===== config.mk =====
export PLATFORM = sky130hd
export DESIGN_NAME = fetch_unit
export DESIGN_NICKNAME = d
export VERILOG_FILES = /design/src/rtl/riscv_pkg.sv /design/src/rtl/fetch_pc_gen.sv /design/src/rtl/fetch_unit.sv
export SDC_FILE = /design/constraint.sdc
export NUM_CORES = 1
export LEC_CHECK = 0
export CAP_MARGIN = 15
export CORE_MARGIN = 4
export CORE_UTILIZATION = 57
export CTS_CLUSTER_DIAMETER = 150
export DETAILED_ROUTE_END_ITERATION = 8
export DONT_BUFFER_PORTS = 1
export PLACE_DENSITY = 0.81
export SLEW_MARGIN = 20
export SYNTH_ARGS = -nofsm -noshare
export SYNTH_HDL_FRONTEND = slang
export SYNTH_SLANG_ARGS = --single-unit
export TNS_END_PERCENT = 30

===== constraint.sdc =====
create_clock -name clk -period 1.8 [get_ports clk]
set_input_delay 0.18 -clock clk [delete_from_list [all_inputs] [get_ports clk]]
set_output_delay 0.18 -clock clk [all_outputs]
set_load 0.03 [all_outputs]

===== src/rtl/riscv_pkg.sv =====
// Shared definitions for the fetch stage: data width, the NOP filler word
// and the fetch state encoding.
package riscv_pkg;

  localparam int XLEN = 32;

  localparam logic [31:0] NOP_INSTR = 32'h0000_0013;

  typedef enum logic [1:0] {
    IDLE,
    RUN,
    FAULT
  } fetch_state_t;

endpackage


===== src/rtl/fetch_pc_gen.sv =====
// Combinational next-PC selection (redirect / +4 / hold) and redirect target
// alignment check. Optional feature macro: FETCH_MISALIGN_CHECK_EN.
module fetch_pc_gen (
  input  logic [riscv_pkg::XLEN-1:0] pc,
  input  logic                       redirect_valid,
  input  logic [riscv_pkg::XLEN-1:0] redirect_pc,
  input  logic                       advance,
  output logic [riscv_pkg::XLEN-1:0] next_pc,
  output logic                       misaligned
);

  import riscv_pkg::*;

  logic [XLEN-1:0] target;

`ifdef FETCH_MISALIGN_CHECK_EN
  // The raw target is kept so the faulting address stays visible on imem_addr.
  assign target     = redirect_pc;
  assign misaligned = redirect_valid && (redirect_pc[1:0] != 2'b00);
`else
  assign target     = redirect_pc & ~XLEN'(3);
  assign misaligned = 1'b0;
`endif

  always_comb begin
    next_pc = pc;
    if (redirect_valid) begin
      next_pc = target;
    end else if (advance) begin
      next_pc = pc + XLEN'(4);
    end
  end

endmodule


===== src/rtl/fetch_unit.sv =====
// Instruction-fetch stage: PC register, instruction memory address, and a
// valid/ready output slot toward decode. Optional macro: FETCH_MISALIGN_CHECK_EN.
module fetch_unit #(
  parameter logic [31:0] RESET_PC = 32'h0000_0000,
  parameter int          XLEN     = 32
) (
  input  logic            clk,
  input  logic            rst_n,
  output logic [XLEN-1:0] imem_addr,
  input  logic [31:0]     imem_instr,
  input  logic            redirect_valid,
  input  logic [XLEN-1:0] redirect_pc,
  output logic            out_valid,
  input  logic            out_ready,
  output logic [XLEN-1:0] out_pc,
  output logic [XLEN-1:0] out_pc_plus4,
  output logic [31:0]     out_instr,
  output logic            fault
);

  import riscv_pkg::*;

  fetch_state_t    state;
  fetch_state_t    state_next;
  logic [XLEN-1:0] pc;
  logic [XLEN-1:0] pc_next;
  logic            misaligned;
  logic            load;
  logic            valid_next;

  fetch_pc_gen u_pc_gen (
    .pc             (pc),
    .redirect_valid (redirect_valid),
    .redirect_pc    (redirect_pc),
    .advance        (load),
    .next_pc        (pc_next),
    .misaligned     (misaligned)
  );

  // A redirect always wins over a fetch, so no load happens in its cycle.
  assign load = (state == RUN) && !redirect_valid && (!out_valid || out_ready);

  always_comb begin
    state_next = state;
    valid_next = out_valid;
    if (redirect_valid) begin
      state_next = misaligned ? FAULT : RUN;
      valid_next = 1'b0;
    end else begin
      case (state)
        IDLE:    state_next = RUN;
        RUN:     state_next = RUN;
        FAULT:   state_next = FAULT;
        default: state_next = IDLE;
      endcase
      if (load) begin
        valid_next = 1'b1;
      end else if (out_ready) begin
        valid_next = 1'b0;
      end
    end
  end

  always_ff @(posedge clk or negedge rst_n) begin
    if (!rst_n) begin
      state     <= IDLE;
      pc        <= RESET_PC;
      out_valid <= 1'b0;
      out_pc    <= '0;
      out_instr <= NOP_INSTR;
    end else begin
      state     <= state_next;
      pc        <= pc_next;
      out_valid <= valid_next;
      if (load) begin
        out_pc    <= pc;
        out_instr <= imem_instr;
      end
    end
  end

  assign imem_addr    = pc;
  assign out_pc_plus4 = out_pc + XLEN'(4);

`ifdef FETCH_MISALIGN_CHECK_EN
  assign fault = (state == FAULT);
`else
  assign fault = 1'b0;
`endif

endmodule


* Yosys cells after proc, flatten, opt, wreduce, memory -nomap -nowiden
Index checks and enable logic that the tools add are counted.
Operators by class: $add $sub $neg 2, eq/ne operators 2, mux-type cells 7, reduce and logical (&&, ||, !) cells 9
Operator list (number):
- 32-bit by 3-bit adder with 32-bit output, second input constant | 2
- 32-bit 2-to-1 mux | 2
- 2-bit one-hot mux with 2 select lines | 1
- 1-bit 2-to-1 mux | 3
- 3-bit nonzero test | 1
- 2-bit by 1-bit == test with 1-bit output, second input constant | 1
- 2-bit == test, second input constant | 1
- 1-bit logical AND | 2
- 1-bit logical NOT | 2
- 2-bit logical NOT | 1
- 2-bit 2-to-1 mux | 1
- 2-bit nonzero test | 1
- 2-bit OR reduction | 1
- 1-bit logical OR | 1
Storage, ports and cells: register bits 99, logic and storage cells 25

* Logic depth before layout (Yosys ltp)
word-level depth 5, mapped depth 7, depth with buffers taken out 6

* Hierarchy
Synthesis repeated with hierarchy kept, for this count alone.
Unflattened totals: cell total of the unflattened synthesis 444, area total of the unflattened synthesis 4949.7 um^2
By module, submodules not included:
- fetch_unit | times used 1, cells an instance 265, area each 3890.0 um^2
- fetch_pc_gen | times used 1, cells an instance 179, area each 1059.8 um^2

* Worst setup path before layout
No wires, ideal clock.
path kind register -> output, from register out_pc[12], to output port out_pc_plus4[26], data arrival time 2.089 ns, slack -0.469 ns, stages on the path, launching flop included 6, path buffers 0, path through dfrtp_1 and4_1 nand3_2 nor4_1 nand2_1 xnor2_1
On the way: word-level cells in the longest chain between the ends 1
RTL lines:
- start, declared | line fetch_unit.sv:15 | output logic [XLEN-1:0] out_pc,
- start signal, assigned | line fetch_unit.sv:76 | out_pc <= pc;
- 32-bit by 3-bit adder with 32-bit output | line fetch_unit.sv:83 | assign out_pc_plus4 = out_pc + XLEN'(4);
- end, declared | line fetch_unit.sv:16 | output logic [XLEN-1:0] out_pc_plus4,
No other way between the ends.

* Worst setup path after layout
from register out_pc[7], to output port out_pc_plus4[21]
Same word-level chain as after synthesis.

==> impl_metrics.csv <==
group,metric,value,unit
cells_and_area,finish.instance_area,6960,um2
synth,ys_seq_area_share,49.3,%
cts,clockBufferDepth,2,
synth,synthAdderAreaFrac,0.518,%
drt,vias,3985,
synth,synth-compound-area-share,3.08,%
synth,synth.avg_cell_area,11.5,um2
worst_hold_path,min-delay-path-class,"in -> async",
cells_and_area,instances_no_fill,692,
drt,viasPerCell,5.76,
sta,clock.fmax,465,MHz
outcome,violations,"hold timing, setup timing",
sta,clock_skew,0.0110,ns
synth,synthSimpleGateAreaFrac,17.6,%
critical_path,r2r_end,"imem_addr[8]$_DFFE_PN0P_",
sta,grt_setup_unrepaired,"true",
place,place_area,5800,um2
floorplanning,initial_core_util,58.8,%
cts,cts_tree,"done",
synth,synth.distinct_cells,41,
sta,setup_viol,27,
sta,hold_viol,95,
place,dp_hpwl,8970,um
cts,clk_latency,0.36,ns
global_routing,gr-usage-all-layers,27.9,%
synth,synth_mux_area_share,14.9,%
sta,maxSlewHeadroom,63.3,%
global_routing,grt_max_degree,96,
critical_path,worst_setup_path_end_kind,"output port",
floorplanning,dieArea,10000,um2
synth,syn_area,4830,um2
critical_path,reg2reg_slack,-0.07,ns
global_routing,grt_overflow_total,0,
floorplanning,core,8220,um2
cells_and_area,area_growth,44.1,%
place,io_buffer_count,0,
synth,syn_inst,419,
floorplanning,placementRows,33,
sta,period_share,120,%
synth,synth-edff-count,0,
floorplanning,die_h,100,um
cells_and_area,fin_nets,651,
cts,cts_sinks,95,
critical_path,ff2ff_path_depth,7,
cts,htreeDepth,3,
cts,clk_pin_slew,0.10,ns
drt,drtPass1Iterations,5,
place,place_congestion,0.890,
cells_and_area,drive_gt1_share,46.9,%
global_routing,antenna_found_initial,1,
drt,wl_per_cell,20.7,um
critical_path,crit_arrival,1.97,ns
synth,ys_ff_latch,95,
critical_path,path_max_fanout,4,
sta,slew_violations,0,
sta,fin_crit,2.15,ns
drt,drcViolationCount,0,
critical_path,path_class,"reg -> out",
power,p_leak,3.00,nW
sta,fin_ws,-0.352,ns
run,maxCapViolCount,0,
cts,cts-root-buf,"clkbuf_8",
drt,drt-initial-drc-count,155,
outcome,outcome,"finished, violations left",
floorplanning,io_pins,198,
synth,synth_top_family_by_area,"simple AND/OR/NAND/NOR gates",
synth,synth_xor_area_share,10.1,%
global_routing,grt_pass1_wl,22000,um
sta,tightest_slew,0.551,ns
synth,synth-main-ff-cell,"dfrtp_1",
cts,cts_buffers,9,
place,dp.cells,604,
floorplanning,fp.dieW,100,um
global_routing,grt_pass1_vias,4321,
cts,postCtsHoldBufs,63,
critical_path,required,1.62,ns
power,pwr_density_cell,971,nW/um2
drt,wl,14400,um
synth,synth_warnings,0,
sta,hold_slack,-0.491,ns
critical_path,cp-start-kind,"register",
cells_and_area,post-route-util,84.8,%
synth,ys_async_sr_fraction,100,%
drt,ant_nets,0,
power,vdd.ir_drop.worst,700,uV
sta,tns,-4.87,ns
power,total_power,6.76,mW
critical_path,critPathLaunch,"out_pc[7]$_DFFE_PN0P_",
critical_path,r2r_start,"imem_addr[3]$_DFFE_PN0P_",
==> kinds of logic (layout without fill, tap and decap cells) <==
group / count (synthesis) / in the layout
compound gates: 29 / 29
xor+xnor: 56 / 56
fa+ha+maj: 2 / 2
buf+inv: 31 / 192
flops: 95 / 95
mux: 64 / 64
other cells: 1 / 8
simple gates: 141 / 141
==> worst max path at each step <==
| stage | slack (ns) | to |
|---|---|---|
| final | -0.35 | out_pc_plus4[21] |
| after global routing | -0.50 | out_pc_plus4[21] |
| after CTS | -0.36 | out_pc_plus4[25] |
| after detailed placement | -0.10 | out_pc_plus4[31] |
| after global placement | -0.01 | out_pc_plus4[29] |
| after floorplan | -0.19 | out_pc_plus4[27] |
==> cell usage after synthesis (2+ instances only) <==
master | instances | area (um2)
mux2i_1 | 2 | 20.0
dfstp_2 | 3 | 78.8
xnor2_1 | 45 | 394
nand4_1 | 8 | 50.1
o21ai_0 | 16 | 80.1
buf_6 | 4 | 45.0
nor3_1 | 12 | 60.1
o21ai_1 | 12 | 60.1
ha_1 | 2 | 25.0
nand3_1 | 23 | 115
and4_1 | 3 | 26.3
nor4_4 | 5 | 106
xor2_1 | 11 | 96.3
inv_1 | 6 | 22.5
and3_1 | 7 | 43.8
nand2_1 | 50 | 188
nor4_1 | 5 | 31.3
mux2_2 | 62 | 698
nor2_1 | 10 | 37.5
nor3_2 | 3 | 30.0
buf_4 | 7 | 52.6
buf_2 | 6 | 30.0
dfrtp_1 | 92 | 2300
clkbuf_1 | 4 | 15.0
clkbuf_8 | 3 | 41.3
nor2b_1 | 3 | 18.8
==> final cells by class <==
type,count,area (um2)
multi-input combinational,299,2690
sequential,95,2400
timing repair buffer,170,1490
fill,407,1250
tap,105,131
clock buffer,9,124
clock inverter,7,96.3
inverter,6,22.5
antenna,1,2.50
==> layer usage <==
layer  GRT usage [%]  wire length, um  vias to the layer above
li1                -                -                     1764
met1            32.2             5120                     1967
met2            48.8             7480                      217
met3            7.99             1410                       37
met4            11.3              342                        0
met5               0                0                        -
==> cell usage in the layout, fill, tap and decap left out, types with 10 or more instances in the layout <==
cell type      instances
dfrtp_1               74
o21ai_1               14
dfrtp_2               18
nand2_1               44
buf_6                 10
dlygate4sd3_1         62
xor2_1                10
nand3_1               17
o21ai_0               14
xnor2_1               31
mux2_2                62
buf_4                 96
==> flip-flops by register name (all words and copies together) (netlist names) <==
signal	flops
out_valid	1
out_instr	32
imem_addr	30
out_pc	30
state	2
==> where the power goes <==
part           internal, mW  switching (mW)  leakage [nW]
registers              2.43           0.468          1.11
clock network         0.785           0.773         0.102
logic                 0.949            1.35          1.79
==> stage by stage <==
step / setup slack [ns] / hold slack (ns)
finish: -0.352 / -0.491
global route: -0.504 / -0.519
CTS: -0.357 / -0.508
detailed placement: -0.101 / -0.114
global placement: -0.0119 / -0.113
floorplan: -0.187 / -0.116
==> critical path, cell delays in order (launching register included) <==
cell and delay, ns:
dfrtp_2 0.40, and4_4 0.29, nand3_4 0.14, nor3_1 0.20, buf_4 0.15, nand3_1 0.12
xnor2_2 0.15, buf_4 0.17
==> timing repair <==
| action | CTS | global route |
|---|---|---|
| gates resized for setup | 34 | 23 |
| buffers inserted | 3 | 5 |
| endpoints found under the setup margin | 33 | 48 |
| pin swaps | 10 | 11 |
| hold endpoints to repair | 159 | 95 |
(Power assumes the default switching activity.)
